$ cat src/rtl/vga_scan_out.sv
// 640x480@60 raster scan-out: drives the frame-buffer pixel address, samples the
// returned 1-bit pixel one pixel period later, and emits registered VGA colour/syncs.
module vga_scan_out #(
    parameter int          CLK_DIV  = 2,
    parameter int          H_ACTIVE = 640,
    parameter int          H_FP     = 16,
    parameter int          H_SYNC   = 96,
    parameter int          H_BP     = 48,
    parameter int          V_ACTIVE = 480,
    parameter int          V_FP     = 10,
    parameter int          V_SYNC   = 2,
    parameter int          V_BP     = 33,
    parameter logic [11:0] FG_RGB   = 12'hFFF,
    parameter logic [11:0] BG_RGB   = 12'h000
) (
    input  logic       HCLK,
    input  logic       HRESET,
    output logic [9:0] pixel_x,
    output logic [8:0] pixel_y,
    input  logic       pixel,
    output logic       VGA_HS,
    output logic       VGA_VS,
    output logic [3:0] VGA_R,
    output logic [3:0] VGA_G,
    output logic [3:0] VGA_B,
    output logic       frame_start
);

    localparam int H_TOTAL = H_ACTIVE + H_FP + H_SYNC + H_BP;
    localparam int V_TOTAL = V_ACTIVE + V_FP + V_SYNC + V_BP;
    localparam int HW      = $clog2(H_TOTAL);
    localparam int VW      = $clog2(V_TOTAL);
    localparam int DIV_W   = (CLK_DIV > 1) ? $clog2(CLK_DIV) : 1;

    localparam logic [DIV_W-1:0] DIV_LAST = DIV_W'(CLK_DIV - 1);
    localparam logic [HW-1:0]    H_LAST   = HW'(H_TOTAL - 1);
    localparam logic [HW-1:0]    H_ACT_N  = HW'(H_ACTIVE);
    localparam logic [HW-1:0]    HS_FIRST = HW'(H_ACTIVE + H_FP);
    localparam logic [HW-1:0]    HS_LAST  = HW'(H_ACTIVE + H_FP + H_SYNC - 1);
    localparam logic [VW-1:0]    V_LAST   = VW'(V_TOTAL - 1);
    localparam logic [VW-1:0]    V_ACT_N  = VW'(V_ACTIVE);
    localparam logic [VW-1:0]    VS_FIRST = VW'(V_ACTIVE + V_FP);
    localparam logic [VW-1:0]    VS_LAST  = VW'(V_ACTIVE + V_FP + V_SYNC - 1);

    logic [DIV_W-1:0] div_reg;
    logic [HW-1:0]    hcount_reg;
    logic [VW-1:0]    vcount_reg;
    logic             pix_en;

    // Stage-1 flags travel with the address so syncs line up with colour.
    logic             s1_valid_reg;
    logic             s1_active_reg;
    logic             s1_hs_reg;
    logic             s1_vs_reg;
    logic             s1_origin_reg;
    logic [11:0]      rgb_reg;

    logic h_act, v_act, hs_level, vs_level, at_origin;

    assign pix_en = (div_reg == DIV_LAST);

    always_comb begin
        h_act     = (hcount_reg < H_ACT_N);
        v_act     = (vcount_reg < V_ACT_N);
        hs_level  = !((hcount_reg >= HS_FIRST) && (hcount_reg <= HS_LAST));
        vs_level  = !((vcount_reg >= VS_FIRST) && (vcount_reg <= VS_LAST));
        at_origin = (hcount_reg == '0) && (vcount_reg == '0);
    end

    always_ff @(posedge HCLK or posedge HRESET) begin
        if (HRESET) begin
            div_reg       <= '0;
            hcount_reg    <= '0;
            vcount_reg    <= '0;
            pixel_x       <= '0;
            pixel_y       <= '0;
            s1_valid_reg  <= 1'b0;
            s1_active_reg <= 1'b0;
            s1_hs_reg     <= 1'b1;
            s1_vs_reg     <= 1'b1;
            s1_origin_reg <= 1'b0;
            VGA_HS        <= 1'b1;
            VGA_VS        <= 1'b1;
            rgb_reg       <= 12'h000;
            frame_start   <= 1'b0;
        end else begin
            frame_start <= 1'b0;
            div_reg     <= pix_en ? '0 : div_reg + 1'b1;
            if (pix_en) begin
                if (hcount_reg == H_LAST) begin
                    hcount_reg <= '0;
                    vcount_reg <= (vcount_reg == V_LAST) ? '0 : vcount_reg + 1'b1;
                end else begin
                    hcount_reg <= hcount_reg + 1'b1;
                end

                // Stage 1: present the address of the pixel being scanned.
                pixel_x       <= h_act ? 10'(hcount_reg) : 10'd0;
                pixel_y       <= v_act ? 9'(vcount_reg) : 9'd0;
                s1_valid_reg  <= 1'b1;
                s1_active_reg <= h_act && v_act;
                s1_hs_reg     <= hs_level;
                s1_vs_reg     <= vs_level;
                s1_origin_reg <= at_origin;

                // Stage 2: the SoC has had a full pixel period to answer.
                VGA_HS      <= s1_hs_reg;
                VGA_VS      <= s1_vs_reg;
                rgb_reg     <= s1_active_reg ? (pixel ? FG_RGB : BG_RGB) : 12'h000;
                frame_start <= s1_valid_reg && s1_origin_reg;
            end
        end
    end

    assign VGA_R = rgb_reg[11:8];
    assign VGA_G = rgb_reg[7:4];
    assign VGA_B = rgb_reg[3:0];

endmodule

$ cat config.mk
export PLATFORM = sky130hd
export DESIGN_NAME = vga_scan_out
export DESIGN_NICKNAME = d
export VERILOG_FILES = /design/src/rtl/vga_scan_out.sv
export SDC_FILE = /design/constraint.sdc
export NUM_CORES = 1
export LEC_CHECK = 0
export ABC_AREA = 1
export CAP_MARGIN = 20
export CELL_PAD_IN_SITES_DETAIL_PLACEMENT = 0
export CELL_PAD_IN_SITES_GLOBAL_PLACEMENT = 1
export CORE_ASPECT_RATIO = 0.9
export CORE_UTILIZATION = 43
export CTS_CLUSTER_SIZE = 28
export DETAILED_ROUTE_END_ITERATION = 10
export PLACE_DENSITY = 0.86
export RECOVER_POWER = 50
export SYNTH_ARGS = -nofsm -noshare
export SYNTH_HDL_FRONTEND = slang
export SYNTH_SLANG_ARGS = --single-unit
$ cat constraint.sdc
create_clock -name HCLK -period 4.6 [get_ports HCLK]
set_input_delay 0.92 -clock HCLK [delete_from_list [all_inputs] [get_ports HCLK]]
set_output_delay 0.92 -clock HCLK [all_outputs]
set_load 0.02 [all_outputs]
---- Word level (Yosys, flattened, before mapping) ----
Index checks and enable logic that the tools add are counted.
cells by class
  $add $sub $neg .......................... 3
  order comparisons ....................... 6
  equality and inequality tests ........... 2
  muxes and demuxes ....................... 8
  reductions and logical operators ........ 10
operator list
  operator                 number
  $mux W10                 3
  $mux W12                 2
  $add A10 B1 Y10 const B  2
  $eq A10 B10 Y1 const B   2
  $logic_not A10 Y1        2
  $ge A10 B10 Y1 const B   1
  $ge A10 B9 Y1 const B    1
  $le A10 B10 Y1 const B   1
  $le A10 B9 Y1 const B    1
  $lt A10 B10 Y1 const B   1
  $lt A10 B9 Y1 const B    1
  $mux W9                  1
  $logic_and A1 B1 Y1      5
  $logic_not A1 Y1         2
  $mux W1                  2
  $reduce_and A2 Y1        1
  $add A1 B1 Y1 const B    1
storage, ports and cells
  register bits after elaboration ......... 60
  input bits .............................. 3
  output and inout port bits .............. 34
  word-level logic and storage cells ...... 43

---- Logic depth before layout (Yosys ltp) ----
  depth in word-level cells ............... 3
  gate-level depth with buffers ........... 9
  mapped depth without buffers ............ 9

---- Worst setup path before layout ----
No wires, ideal clock.
  path kind ............................... register -> output
  start ................................... register, netlist name rgb_reg[10]
  end ..................................... output port VGA_B[1]
  arrival ................................. 812 ps
  required time ........................... 3680 ps
  path slack .............................. 2868 ps
  cell stages (with the launch flop) ...... 2
  buffers on the path ..................... 1
  path through ............................ dfrtp_1 buf_4
RTL lines
  element        RTL line  RTL
  end, declared  25        output logic [3:0] VGA_B,

==> results.sh <==
export IMPL_status="completed"
export IMPL_worstMarginPinSlew_ns=1.24
export IMPL_numCtsBuffers=5
export IMPL_hold_path_class="reg -> reg"
export IMPL_layout_common_cells="81 x nand2_1, 45 x dfrtp_1, 35 x inv_1, 35 x clkdlybuf4s50_1, 32 x nor2_1"
export IMPL_top_level_ports=37
export IMPL_setup_tns_ns=0
export IMPL_drive_gt1_share_pct=6.95
export IMPL_multi_input_area_um2=971
export IMPL_nets=337
export IMPL_skew_ns=0.00744
export IMPL_min_period_over_period_pct=52.5
export IMPL_place_hpwl_mm=3.67
export IMPL_yosysWarnings=0
export IMPL_die_area_mm2=0.00613
export IMPL_yosys_top_cells_area="dfrtp_1 45%, nand2_1 12%, inv_1 5.1%"
export IMPL_ys_types=29
export IMPL_syn_area_mm2=0.00250
export IMPL_cts_resized_gates=0
export IMPL_ys_seq_elements=49
export IMPL_slowest_delay_ns=0.67
export IMPL_diodes=0
export IMPL_crit_buf_inv=1
export IMPL_core_mm2=0.00544
export IMPL_dieWidth_um=82.5
export IMPL_crit_arrival_ns=1.50
export IMPL_port_buffers=36
export IMPL_routedWlPerCell_um=12.9
export IMPL_num_vias=1974
export IMPL_dieHeight_um=74.4
export IMPL_end_kind="primary output"
export IMPL_ctsHtreeMaxLevel=2
export IMPL_drc=0
export IMPL_cts_setup_buffers=0
export IMPL_grt_pass1_vias=1796
export IMPL_critical_path_top_delay_family="buffers and inverters"
export IMPL_initial_utilization_pct=46.0
export IMPL_clk_latency_ns=0.30
export IMPL_drtAntennaViolNets=0
export IMPL_grt_total_usage_pct=18.7
export IMPL_max_cap_violations=0
export IMPL_fin_crit_ns=2.42
export IMPL_routed_wl_mm=5.12
export IMPL_ctsHoldBuffers=0
export IMPL_viasPerCell=4.96
export IMPL_required_ns=3.68
export IMPL_grt_max_degree=50
export IMPL_syn2layout_area_growth_pct=16.9
export IMPL_clk_path_buf_depth=2
export IMPL_whs_ns=0.465
export IMPL_utilization_pct=53.8
export IMPL_globalplace_congestion=0.830
export IMPL_grt_overflow=0
export IMPL_yosys_area_top_type_share_pct=45.0
export IMPL_synth_nets=313
export IMPL_fill_cells=530
export IMPL_clk_pin_slew_ns=0.09
export IMPL_leakage_nw=1.38
export IMPL_setup_viol=0
export IMPL_slew_headroom_pct=17.5
export IMPL_syn_area_per_cell_um2=8.19
export IMPL_clkSinkCount=49
export IMPL_critical_path_slowest_cell="clkdlybuf4s50_1"
export IMPL_finalHoldViolCount=0
export IMPL_path_cells="clkdlybuf4s50_1"
export IMPL_layout_commonest_cell="nand2_1"
export IMPL_ys_seq_area_share_pct=49.2
export IMPL_grt_pass1_wl_mm=8.58
export IMPL_drtPass1Iterations=4
export IMPL_worstSetupPathType="reg -> out"
export IMPL_powerDensity_mw_per_mm2=264
export IMPL_clock_tree_root_cell="clkbuf_8"
export IMPL_drt_iter0_drc=117
export IMPL_fmax_ghz=0.414
export IMPL_vdd_ir_drop_max_uv=154
export IMPL_cts_tree="yes"
export IMPL_rows=25
export IMPL_yosysTopAreaCell="dfrtp_1"
export IMPL_regArea_mm2=0.00123
export IMPL_antenna_found_initial=0
export IMPL_critPathLaunchType="flip-flop"
export IMPL_critPathMaxFanout=13
export IMPL_syn_instance_count=306
export IMPL_slew_viol_final=0
export IMPL_rsz0062_at_grt="false"
==> layer usage <==
metal / wire length (um) / vias up / GRT usage, %
met5: 0 / - / 0
met4: 51 / 0 / 4.68
met3: 249 / 4 / 4.17
met2: 2180 / 44 / 27.7
met1: 2640 / 914 / 27.6
li1: - / 1012 / -
==> Yosys cell counts <==
cell type,instances
a21oi_1,2
buf_4,12
nor2_2,1
nor2_8,1
buf_6,2
clkbuf_2,1
nand2_1,80
buf_2,4
clkinv_2,1
inv_4,1
xor2_1,6
nor2_1,31
nor3_1,7
ha_1,4
o21ai_1,1
dfrtp_1,45
inv_1,34
o21ai_0,19
and3_2,1
nand2_4,1
nand2_2,1
nand4_1,6
clkbuf_1,1
o21ai_2,3
inv_2,2
nor2_4,1
dfstp_2,4
nand3_1,24
o31ai_1,10
==> through the flow <==
| stage | total power [mW] | setup WS [ns] | area, um2 | std cells |
|---|---|---|---|---|
| 2_1_floorplan | 0.461 | 2.51 | 2500 | 306 |
| 3_5_place_dp | 0.469 | 2.42 | 2810 | 389 |
| 6_report | 0.772 | 2.18 | 2930 | 398 |
| 3_3_place_gp | 0.469 | 2.41 | 2810 | 389 |
| 4_1_cts | 0.780 | 2.15 | 2920 | 397 |
| 5_1_grt | 0.802 | 2.04 | 2930 | 398 |
==> worst paths after layout <==
path / from / to / slack, ns / cells after the start
worst max-delay path: rgb_reg[10]$_DFFE_PP0P_ / VGA_R[3] / 2.18 / 1
worst min-delay path: VGA_VS$_DFFE_PP1P_ / VGA_VS$_DFFE_PP1P_ / 0.46 / 2
worst max register to register: div_reg$_DFF_PP0_ / s1_origin_reg$_DFFE_PP0P_ / 2.31 / 6
worst min register to register: VGA_VS$_DFFE_PP1P_ / VGA_VS$_DFFE_PP1P_ / 0.46 / 2
max in group asynchronous: HRESET / VGA_VS$_DFFE_PP1P_ / 3.04 / 3
min in group asynchronous: HRESET / pixel_x[0]$_DFFE_PP0P_ / 0.97 / 2
==> kinds of logic after synthesis <==
logic type	count (synthesis)	synth area share, %
flops	49	49.2
buf+inv	58	11.5
compound gates	35	8.44
xor+xnor	6	2.10
fa+ha+maj	4	2.00
simple gates	154	26.8
==> where the power goes <==
group          internal (mW)  leakage (nW)  switching (mW)  total, mW
combinational         0.0121         0.699          0.0174     0.0295
sequential             0.431         0.625         0.00124      0.432
clock                  0.163        0.0543           0.148      0.311
==> layout make-up <==
type	instances	area share [%]
timing repair buffer	37	13.0
clock inverter	3	1.58
inverter	38	5.00
sequential	49	42.1
tap	67	2.86
clock buffer	5	2.35
multi-input combinational	199	33.2
No activity file was read; power rests on OpenSTA's default activity.
